## src/rtl/rst_sequencer.sv

```systemverilog
// Reset sequencer: pin reset synchronised with async assert / sync deassert, PLL lock qualification,
// a hold period, then staged release of NUM_STAGES active-low resets. Re-sequences on lock loss or soft request.
module rst_sequencer #(
    parameter int SYNC_STAGES = 2,
    parameter int LOCK_STABLE = 8,
    parameter int HOLD_CYCLES = 16,
    parameter int STAGE_GAP   = 4,
    parameter int NUM_STAGES  = 3
) (
    input  logic                  clk,
    input  logic                  reset,
    input  logic                  lock,
    input  logic                  sw_rst_req,
    output logic [NUM_STAGES-1:0] rst_n_o,
    output logic                  rst_done,
    output logic [1:0]            rst_cause
);

    localparam int REL_SPAN = (NUM_STAGES - 1) * STAGE_GAP + 1;
    localparam int MAX_LH   = (LOCK_STABLE > HOLD_CYCLES) ? LOCK_STABLE : HOLD_CYCLES;
    localparam int CNT_MAX  = (MAX_LH > REL_SPAN) ? MAX_LH : REL_SPAN;
    localparam int CW       = (CNT_MAX > 1) ? $clog2(CNT_MAX) : 1;

    localparam logic [CW-1:0] LOCK_LAST = CW'(LOCK_STABLE - 1);
    localparam logic [CW-1:0] HOLD_LAST = CW'(HOLD_CYCLES - 1);
    localparam logic [CW-1:0] REL_LAST  = CW'((NUM_STAGES - 1) * STAGE_GAP - 1);

    localparam logic [1:0] CAUSE_PIN  = 2'b00;
    localparam logic [1:0] CAUSE_LOCK = 2'b01;
    localparam logic [1:0] CAUSE_SW   = 2'b10;

    typedef enum logic [2:0] {
        ST_ASSERT,
        ST_WAIT_LOCK,
        ST_HOLD,
        ST_RELEASE,
        ST_RUN
    } state_t;

    state_t                  r_state;
    logic [CW-1:0]           r_cnt;
    logic [NUM_STAGES-1:0]   r_rst_n;
    logic                    r_done;
    logic [1:0]              r_cause;
    logic [SYNC_STAGES-1:0]  r_rst_sync;
    logic [SYNC_STAGES-1:0]  r_lock_sync;
    logic                    w_rstn_s;
    logic                    w_lock_s;
    logic [NUM_STAGES-1:0]   w_stage_hit;

    // Both chains clear asynchronously so a pin reset also forgets any stale lock history.
    always_ff @(posedge clk or negedge reset) begin
        if (!reset) begin
            r_rst_sync  <= '0;
            r_lock_sync <= '0;
        end else begin
            r_rst_sync  <= {r_rst_sync[SYNC_STAGES-2:0], 1'b1};
            r_lock_sync <= {r_lock_sync[SYNC_STAGES-2:0], lock};
        end
    end

    assign w_rstn_s = r_rst_sync[SYNC_STAGES-1];
    assign w_lock_s = r_lock_sync[SYNC_STAGES-1];

    // Stage i releases i*STAGE_GAP edges after RELEASE entry, i.e. when the counter reads i*STAGE_GAP-1.
    always_comb begin
        w_stage_hit = '0;
        for (int i = 1; i < NUM_STAGES; i++)
            w_stage_hit[i] = (r_cnt == CW'(i * STAGE_GAP - 1));
    end

    always_ff @(posedge clk or negedge reset) begin
        if (!reset) begin
            r_state <= ST_ASSERT;
            r_cnt   <= '0;
            r_rst_n <= '0;
            r_done  <= 1'b0;
            r_cause <= CAUSE_PIN;
        end else begin
            case (r_state)
                ST_ASSERT: begin
                    if (w_rstn_s) begin
                        r_state <= ST_WAIT_LOCK;
                        r_cnt   <= '0;
                    end
                end
                ST_WAIT_LOCK: begin
                    if (!w_lock_s)
                        r_cnt <= '0;
                    else if (r_cnt == LOCK_LAST) begin
                        r_state <= ST_HOLD;
                        r_cnt   <= '0;
                    end else
                        r_cnt <= r_cnt + CW'(1);
                end
                ST_HOLD: begin
                    if (!w_lock_s) begin
                        r_state <= ST_WAIT_LOCK;
                        r_cnt   <= '0;
                        r_rst_n <= '0;
                        r_done  <= 1'b0;
                        r_cause <= CAUSE_LOCK;
                    end else if (r_cnt == HOLD_LAST) begin
                        r_cnt      <= '0;
                        r_rst_n[0] <= 1'b1;
                        if (NUM_STAGES == 1) begin
                            r_state <= ST_RUN;
                            r_done  <= 1'b1;
                        end else
                            r_state <= ST_RELEASE;
                    end else
                        r_cnt <= r_cnt + CW'(1);
                end
                ST_RELEASE: begin
                    if (!w_lock_s) begin
                        r_state <= ST_WAIT_LOCK;
                        r_cnt   <= '0;
                        r_rst_n <= '0;
                        r_done  <= 1'b0;
                        r_cause <= CAUSE_LOCK;
                    end else begin
                        r_rst_n <= r_rst_n | w_stage_hit;
                        if (r_cnt == REL_LAST) begin
                            r_state <= ST_RUN;
                            r_done  <= 1'b1;
                            r_cnt   <= '0;
                        end else
                            r_cnt <= r_cnt + CW'(1);
                    end
                end
                ST_RUN: begin
                    // Lock loss outranks a coincident soft request.
                    if (!w_lock_s) begin
                        r_state <= ST_WAIT_LOCK;
                        r_cnt   <= '0;
                        r_rst_n <= '0;
                        r_done  <= 1'b0;
                        r_cause <= CAUSE_LOCK;
                    end else if (sw_rst_req) begin
                        r_state <= ST_HOLD;
                        r_cnt   <= '0;
                        r_rst_n <= '0;
                        r_done  <= 1'b0;
                        r_cause <= CAUSE_SW;
                    end
                end
                default: begin
                    r_state <= ST_ASSERT;
                    r_cnt   <= '0;
                    r_rst_n <= '0;
                    r_done  <= 1'b0;
                end
            endcase
        end
    end

    assign rst_n_o   = r_rst_n;
    assign rst_done  = r_done;
    assign rst_cause = r_cause;

endmodule
```

## config.mk

```make
export PLATFORM = sky130hd
export DESIGN_NAME = rst_sequencer
export DESIGN_NICKNAME = d
export VERILOG_FILES = /design/src/rtl/rst_sequencer.sv
export SDC_FILE = /design/constraint.sdc
export NUM_CORES = 1
export LEC_CHECK = 0
export ABC_AREA = 1
export BUFFER_PORTS_ARGS = -buffer_cell sky130_fd_sc_hd__buf_2
export CORE_MARGIN = 1.5
export CORE_UTILIZATION = 60
export DETAILED_ROUTE_END_ITERATION = 12
export HOLD_SLACK_MARGIN = 0.05
export PLACE_DENSITY = 0.88
export SLEW_MARGIN = 20
export SYNTH_ARGS = -nofsm -noshare
export SYNTH_HDL_FRONTEND = slang
export SYNTH_SLANG_ARGS = --single-unit
export TNS_END_PERCENT = 10
```

## constraint.sdc

```tcl
create_clock -name clk -period 2.4 [get_ports clk]
set_clock_uncertainty 0.15 [all_clocks]
set_input_delay 0.12 -clock clk [delete_from_list [all_inputs] [get_ports clk]]
set_output_delay 0.12 -clock clk [all_outputs]
set_load 0.01 [all_outputs]
```

Word-level counts from Yosys, hierarchy flattened
Index checks and enable logic that the tools add are counted.

word-level totals
  input bits = 4
  RAM bits = 0
  flip-flop bits (word level) = 17
  bits in latches = 0
  memories = 0
  memory bits (read-only) = 0
  logic and storage cells = 72

cells by class
  add/sub/neg operators = 1
  div/mod/pow operators = 0
  equal/unequal tests = 15
  multiplexer cells = 35
  magnitude comparators = 0
  bitwise operators = 2
  shift operators = 0
  $mul = 0
  reductions and logical operators = 11

operators with widths
  cell                 count
  $mux 3               12
  $mux 4               7
  $pmux 4 s4           1
  $pmux 3 s5           1
  $pmux 3 s4           1
  $ne 2x2->1 const B   5
  $ne 3x3->1 const B   3
  $reduce_and 3->1     3
  $mux 2               4
  $mux 1               7
  $eq 3x2->1 const B   2
  $reduce_and 6->1     1
  $reduce_or 2->1      3
  $add 4x1->4 const B  1
  $eq 4x2->1 const B   1
  $eq 4x3->1 const B   1
  $eq 4x4->1 const B   1
  $pmux 1 s4           1
  $pmux 2 s2           1
  $reduce_and 4->1     1
  $eq 3x1->1 const B   1
  $eq 3x3->1 const B   1
  $logic_not 3->1      1
  $or 3x3->3           1
  other kinds (3)      3

Logic depth before layout (Yosys ltp)
Gate-level depths: netlist of run 1.

  depth after elaboration = 4
  depth in mapped cells = 9
  mapped depth without buffers = 8

Worst setup path after synthesis of run 1
Ideal clock, no wire load.

  kind = register -> register
  from = register r_cnt[0]
  to = register r_state[1]
  data arrival time = 1.037 ns
  setup time = 0.123 ns
  data required time = 2.127 ns
  period minus slack after synthesis = 1.310 ns
  cell stages (with the launch flop) = 8
  path slack = 1.090 ns
  cells stage by stage = dfrtp_1 ha_1 nand3_1 nand3_1 nand2_1 inv_1 nand3_1 nand2_1

on the way
  longest elaborated chain between the ends = 3

ends and longest elaborated chain
  item                                                RTL line      text
  start: declaration                                  41            logic [CW-1:0] r_cnt;
  start signal: assignment                            94            r_cnt <= r_cnt + CW'(1);
  start signal: assignment                            112           r_cnt <= r_cnt + CW'(1);
  start signal: assignment                            128           r_cnt <= r_cnt + CW'(1);
  $eq 4x4->1 or $eq 4x3->1 (tied branches)            103, 90, 123
  $ne 3x3->1 (no line) or $ne 2x2->1 (tied branches)  -
  $reduce_and 6->1 (no line) *                        -
  end signal: assignment                              107           r_state <= ST_RUN;
  end signal: assignment                              110           r_state <= ST_RELEASE;
  end signal: assignment                              116           r_state <= ST_WAIT_LOCK;
  end: declaration                                    40            state_t r_state;

Every way passes the cells marked *; elsewhere a longest branch is shown, timed or not.
A chain may end at the register's enable or synchronous reset.

Final worst setup path of run 1
  from = register r_lock_sync[1]
  to = register r_state[1]

on the way
  longest elaborated chain between the ends = 2

ends and longest elaborated chain
  item                                                      RTL line  text
  start: declaration                                        46        logic [SYNC_STAGES-1:0] r_lock_sync;
  start signal: assignment                                  58        r_lock_sync <= {r_lock_sync[SYNC_STAGES-2:0], lock};
  $ne 3x3->1 (no line) (tied with other cells)              -
  $reduce_and 6->1 (no line) or $pmux 3 s5 (tied branches)  -
  end signal: assignment                                    74        r_state <= ST_ASSERT;
  end signal: assignment                                    83        r_state <= ST_WAIT_LOCK;
  end signal: assignment                                    91        r_state <= ST_HOLD;

Several ways; a longest one is shown, not always the timed one.

==> results of run 1 <==
-- metrics by stage --
stage,power [mW],std cells
floorplan,0.782,112
global placement,0.876,134
detailed placement,0.885,134
CTS,1.05,141
global route,1.14,141
finish,1.05,141
-- layout make-up --
cell class	instances	area, um^2	area share
Multi-Input combinational cell	83	444	0.432
Clock buffer	3	22.5	0.0219
Inverter	10	37.5	0.0365
Tap cell	15	18.8	0.0182
Timing Repair Buffer	12	75.1	0.0730
Sequential cell	17	425	0.414
Clock inverter	1	5.00	0.00487
-- critical path, delay by kind of cell, from the launching register on --
family / cells / cell delay [ns]
and+or+nand+nor: 6 / 0.64
DFF: 1 / 0.55
buffers and inverters: 1 / 0.10
-- cell usage after synthesis, drive strengths merged --
master and n:
o22ai 1, o21a 1, nor3 1, conb 1
ha 1, o21ai 7, dfrtp 17, nand2 34
inv 10, nand3 14, buf 2, nand4 4
nor2 16, o211ai 2, nand3b 1
-- worst max-delay path by stage --
stage / slack (ns) / endpoint / startpoint / cells past startpoint
6_report: 0.84 / r_state[1]$_DFFE_PN0P_ / r_lock_sync[1]$_DFF_PN0_ / 7
5_1_grt: 0.73 / r_state[1]$_DFFE_PN0P_ / r_lock_sync[1]$_DFF_PN0_ / 7
4_1_cts: 0.87 / r_cnt[2]$_DFFE_PN0P_ / r_lock_sync[1]$_DFF_PN0_ / 6
3_5_place_dp: 0.88 / r_cnt[2]$_DFFE_PN0P_ / r_lock_sync[1]$_DFF_PN0_ / 6
3_3_place_gp: 0.92 / r_state[1]$_DFFE_PN0P_ / r_state[2]$_DFFE_PN0P_ / 7
2_1_floorplan: 1.09 / r_state[1]$_DFFE_PN0P_ / r_cnt[0]$_DFFE_PN0P_ / 7
-- per-layer routing --
metal	global-route usage	share of wire
met4	0.150	0.025
met2	0.335	0.46
met5	0	0
met1	0.291	0.45
met3	0.0474	0.061
-- sequential cells by signal, indices dropped and copies added (netlist names) --
register and count:
r_rst_sync 2, rst_cause 2, r_state 3, rst_n_o 3, rst_done 1, r_lock_sync 2, r_cnt 4
-- power by group --
part           leakage [nW]  internal [mW]  switching [mW]
Clock                0.0177         0.0622          0.0925
Combinational         0.298          0.166           0.283
Sequential            0.218          0.356          0.0862
Total                 0.534          0.584           0.462
-- cells by family (layout without fill, tap and decap cells) --
family	Yosys count	count (layout)
AND/OR/NAND/NOR	70	70
other	1	1
adder cells (fa/ha/maj)	1	1
flip-flops	17	17
AO/OA/AOI/OAI	11	11
buffers and inverters	12	26
==> reports/metrics.yaml, run 1 <==
cells_and_area:
  drive_above_1_share: 0.230
  fin_area_um2: 1030
  antenna_cells: 0
  synthToLayoutAreaGrowth_pct: 11.1
  post-route-util: 0.753
  layout.nets: 132
  fillers: 87
  final_common_cell: "nand2_1"
  final_cell_mix: "31 x nand2_1, 17 x dfrtp_1, 10 x nand3_1, 10 x nor2_1, 9 x buf_2"
power_and_ir_drop:
  p_leak_nw: 0.534
  powerDensity_nw_per_um2: 1020
  irDropWorstVdd_v: 0.000574
logic_synthesis:
  synthTopCellsByArea: "dfrtp_1 46%, nand2_1 13%, nand3_1 5.4%"
  yosysSeqAreaShare: 0.459
  synthSimpleGateAreaFrac: 0.389
  synth_compound_area_frac: 0.0730
  yosys.area.top_type_share: 0.459
  synth_nets: 117
  synthMuxAreaShare: 0
  synthCells: 112
  synth_top_family_by_area: "simple AND/OR/NAND/NOR gates"
  synthXorXnorAreaFrac: 0
  synth.distinct_cells: 25
  synth-adder-area-share: 0.0135
  synth.largest_area_cell: "dfrtp_1"
  avgSynthCellArea_um2: 8.27
  synth_seq_cells: 17
  synth_warnings: 0
  syn-cell-area_um2: 926
place:
  place_area_um2: 971
  hpwl_um: 1280
  place.gp.congestion: 0.885
  numPortBuffers: 9
  dp_slack_ns: 0.878
status:
  status: "finished, final reports clean"
clocking:
  cts_setup_buffers: 0
  h-tree-depth: 1
  clock_path_buffers: 2
  cts_made_buffers: 3
  cts_resized: 0
  cts-root-buf: "clkbuf_4"
  cts_tree: "done"
  hold_buffers: 3
  clkLatencyLatePin_ns: 0.30
  clkSlewWorstSetupHoldPaths_ns: 0.10
  cts.sinks: 17
timing:
  setup_viol: 0
  hold_viol: 0
  tns_ns: 0
  fmax_mhz: 640
  fin_crit_sh: 0.652
  fin_crit_ns: 1.56
  setup_slack_ns: 0.836
  timing.hold.ws_ns: 0.0953
  slew_viol_final: 0
  rsz0062_at_grt: "false"
critical_path:
  crit_fanout: 9
  path_cells: "inv_2 -> nor2_1 -> nand2_2 -> nor2_2 -> nor2_2 -> nand3_1 -> nand2_1"
  cp-start-kind: "flip-flop"
  crit-reg2reg-launch: "r_lock_sync[1]$_DFF_PN0_"
  cpMostUsedCell: "nor2_2"
  cp_slowest_cell: "dfrtp_1"
  worstSetupPathType: "reg2reg"
  arrival_ns: 1.60
  setup.worst_path.end_class: "flip-flop"
  r2r-end: "r_state[1]$_DFFE_PN0P_"
  ff2ff_setup_slack_ns: 0.84
  rr_worst_depth: 7
  cpPeakStageDelay_ns: 0.55
  required_ns: 2.44
grt:
  first_global_vias: 689
  grt_overflow: 0
  grt_max_degree: 18
  grt_usage: 0.225
  grt_first_pass_wirelength_um: 2940
  antenna_found_initial: 0
detailed_routing:
  avgViaCountPerCell: 5.72
  drcViolationCount: 0
  finalWirelength_um: 1720
  ant_nets: 0
  routedWlPerCell_um: 12.2
  drt_iter0_drc: 32
  drt_pass1_iterations: 4
  vias: 806
hold_path:
  min_path_type: "in2async"
floorplanning:
  die_h_um: 42.3
  die_area_um2: 1790
  initial_core_util: 0.678
  die_w_um: 42.3
  io_pins: 10
  rows: 13
  coreArea_um2: 1370
job:
  cap_violations: 0
No activity file was read; power rests on OpenSTA's default activity.
==> inputs of run 2 (changes only) <==
CORE_UTILIZATION = 50   (was 60)
PLACE_DENSITY = 0.79   (was 0.88)
clock period = 1.4 ns   (was 2.4 ns; I/O delays follow)
==> run 2 against run 1 <==
  * Sequential share of layout area decreased by 4.6 points
  * The run now ends with negative setup slack left
  * Critical path type unchanged
  * Maximum frequency is 12% higher
  * Critical path depth unchanged
  * Worst setup slack worse by 0.84 ns
==> reports/metrics.yaml, run 2 (synthesis results as in run 1) <==
status:
  status: "complete, but fails checks"  # was finished, final reports clean
  failed_checks: "negative setup slack"
detailed_routing:
  ant_nets: 0  # unchanged
  finalWirelength_um: 2100  # was 1720 um
  drt_pass1_iterations: 4  # unchanged
  routedWlPerCell_um: 13.0  # was 12.2 um
  avgViaCountPerCell: 5.27  # was 5.72
  drt_iter0_drc: 26  # was 32
  vias: 854  # was 806
  drcViolationCount: 0  # unchanged
clocking:
  cts.sinks: 17  # unchanged
  clkLatencyLatePin_ns: 0.30  # about the same
  clkSlewWorstSetupHoldPaths_ns: 0.10  # about the same
  clock_path_buffers: 2  # unchanged
  cts-root-buf: "clkbuf_4"  # unchanged
  h-tree-depth: 1  # unchanged
  cts_tree: "done"  # unchanged
  cts_made_buffers: 3  # unchanged
cells_and_area:
  largest_register_ffs: 4  # unchanged
  final_cell_mix: "28 x nand2_1, 14 x dfrtp_1, 10 x buf_4, 9 x nand3_1, 9 x buf_2"  # was 31 x nand2_1, 17 x dfrtp_1, 10 x nand3_1, 10 x nor2_1, 9 x buf_2
  layout.nets: 143  # was 132
  fillers: 139  # was 87
  top_register: "r_cnt"  # unchanged
  synthToLayoutAreaGrowth_pct: 25.9  # was 11.1%
  drive_above_1_share: 0.380  # was 0.230
  final_common_cell: "nand2_1"  # unchanged
  antenna_cells: 0  # unchanged
  post-route-util: 0.675  # was 0.753
  layout.cells.non_filler: 162  # was 141
grt:
  grt_overflow: 0  # unchanged
  grt_max_degree: 18  # unchanged
  antenna_found_initial: 0  # unchanged
  grt_first_pass_wirelength_um: 3040  # was 2940 um
  grt_usage: 0.206  # was 0.225
  first_global_vias: 730  # was 689
timing:
  fmax_mhz: 714  # was 640 MHz
  hold_viol: 0  # unchanged
  setup_slack_ns: -0.00114  # was 0.836 ns
  fin_crit_ns: 1.40  # was 1.56 ns
  timing.hold.ws_ns: 0.0684  # was 0.0953 ns
  rsz0062_at_grt: "true"  # was false
  slew_viol_final: 0  # unchanged
  fin_crit_sh: 1.00  # was 0.652
  setup_viol: 1  # was 0
critical_path:
  crit_fanout: 5  # was 9
  cp-start-kind: "flip-flop"  # unchanged
  required_ns: 1.45  # was 2.44 ns
  worstSetupPathType: "reg2reg"  # unchanged
  setup.worst_path.end_class: "flip-flop"  # unchanged
  arrival_ns: 1.45  # was 1.60 ns
floorplanning:
  initial_core_util: 0.536  # was 0.678
  rows: 15  # was 13
  coreArea_um2: 1730  # was 1370 um^2
  die_h_um: 46.0  # was 42.3 um
  io_pins: 10  # unchanged
  die_area_um2: 2120  # was 1790 um^2
  die_w_um: 46.0  # was 42.3 um
place:
  hpwl_um: 1370  # was 1280 um
  place.gp.congestion: 0.941  # was 0.885
  dp_cells: 151  # was 134
  numPortBuffers: 9  # unchanged
power_and_ir_drop:
  powerDensity_nw_per_um2: 1780  # was 1020 nW/um^2
  p_leak_nw: 0.582  # was 0.534 nW
  finalPower_mw: 2.08  # was 1.05 mW
  irDropWorstVdd_v: 0.00115  # was 0.000574 V
hold_path:
  min_path_type: "in2async"  # unchanged
job:
  cap_violations: 0  # unchanged
==> run 2: changes by cell type in the layout (fill, tap and decap cells not counted), moves of 2 or more <==
| cell | before | now |
|---|---|---|
| inv_1 | 8 | 6 |
| dfrtp_2 | 0 | 3 |
| nand2_1 | 31 | 28 |
| inv_2 | 2 | 4 |
| buf_4 | 0 | 10 |
| dfrtp_1 | 17 | 14 |
| nor2_1 | 10 | 8 |
| nand2_2 | 2 | 5 |
==> run 2: area by class of cell <==
cell class	instances	area, um^2	area share
clock buffer	3	22.5	0.0193
inverter	10	37.5	0.0322
timing repair buffer	23	161	0.138
tap	25	31.3	0.0268
multi-input combinational	83	479	0.411
clock inverter	1	5.00	0.00429
sequential	17	429	0.368
==> run 2: per-stage QoR <==
step | setup TNS, ns | setup slack, ns | area (um^2)
3_5_place_dp | -0.0391 | -0.0311 | 1040
4_1_cts | 0 | 0.00420 | 1110
3_3_place_gp | -0.0409 | -0.0284 | 1040
5_1_grt | -0.293 | -0.0821 | 1170
6_report | -0.00114 | -0.00114 | 1170
2_1_floorplan | 0 | 0.0899 | 926
==> run 2: report_power, final <==
part | internal (mW) | switching (mW)
Clock | 0.107 | 0.162
Combinational | 0.447 | 0.588
Sequential | 0.618 | 0.154
Total | 1.17 | 0.904
==> run 2: final timing paths <==
check / from / slack, ns / cells past startpoint / end
max: r_state[2]$_DFFE_PN0P_ / -0.001 / 7 / r_state[1]$_DFFE_PN0P_
min: reset / 0.07 / 2 / rst_n_o[2]$_DFFE_PN0P_
max reg2reg: r_state[2]$_DFFE_PN0P_ / -0.001 / 7 / r_state[1]$_DFFE_PN0P_
min reg2reg: r_lock_sync[0]$_DFF_PN0_ / 0.21 / 0 / r_lock_sync[1]$_DFF_PN0_
max in group asynchronous: reset / 0.73 / 2 / r_state[2]$_DFFE_PN0P_
min in group clk: r_lock_sync[0]$_DFF_PN0_ / 0.21 / 0 / r_lock_sync[1]$_DFF_PN0_
==> run 2: metal layers <==
layer	global-route usage	vias to the layer above	share of wire	wire, um
met5	0	-	0	0
met4	0.0857	0	0.011	24
met3	0.0516	2	0.049	103
met2	0.322	29	0.51	1070
met1	0.269	407	0.43	906
li1	-	416	-	-
==> run 2: repair_timing <==
| action | in CTS | in global routing |
|---|---|---|
| buffers inserted | 1 | 3 |
| pin swaps | 1 | 7 |
| hold endpoints to repair | 19 | 0 |
| resized for setup | 4 | 12 |
| hold buffers | 3 | 0 |
| setup endpoints to repair | 4 | 11 |
==> run 2: critical path: stages (launching register included) <==
cell,delay (ns)
dfrtp_2,0.47
buf_6,0.14
nor2_4,0.13
nand2_2,0.09
nor2_2,0.13
nor2_2,0.06
nand3_1,0.09
nand2_1,0.05
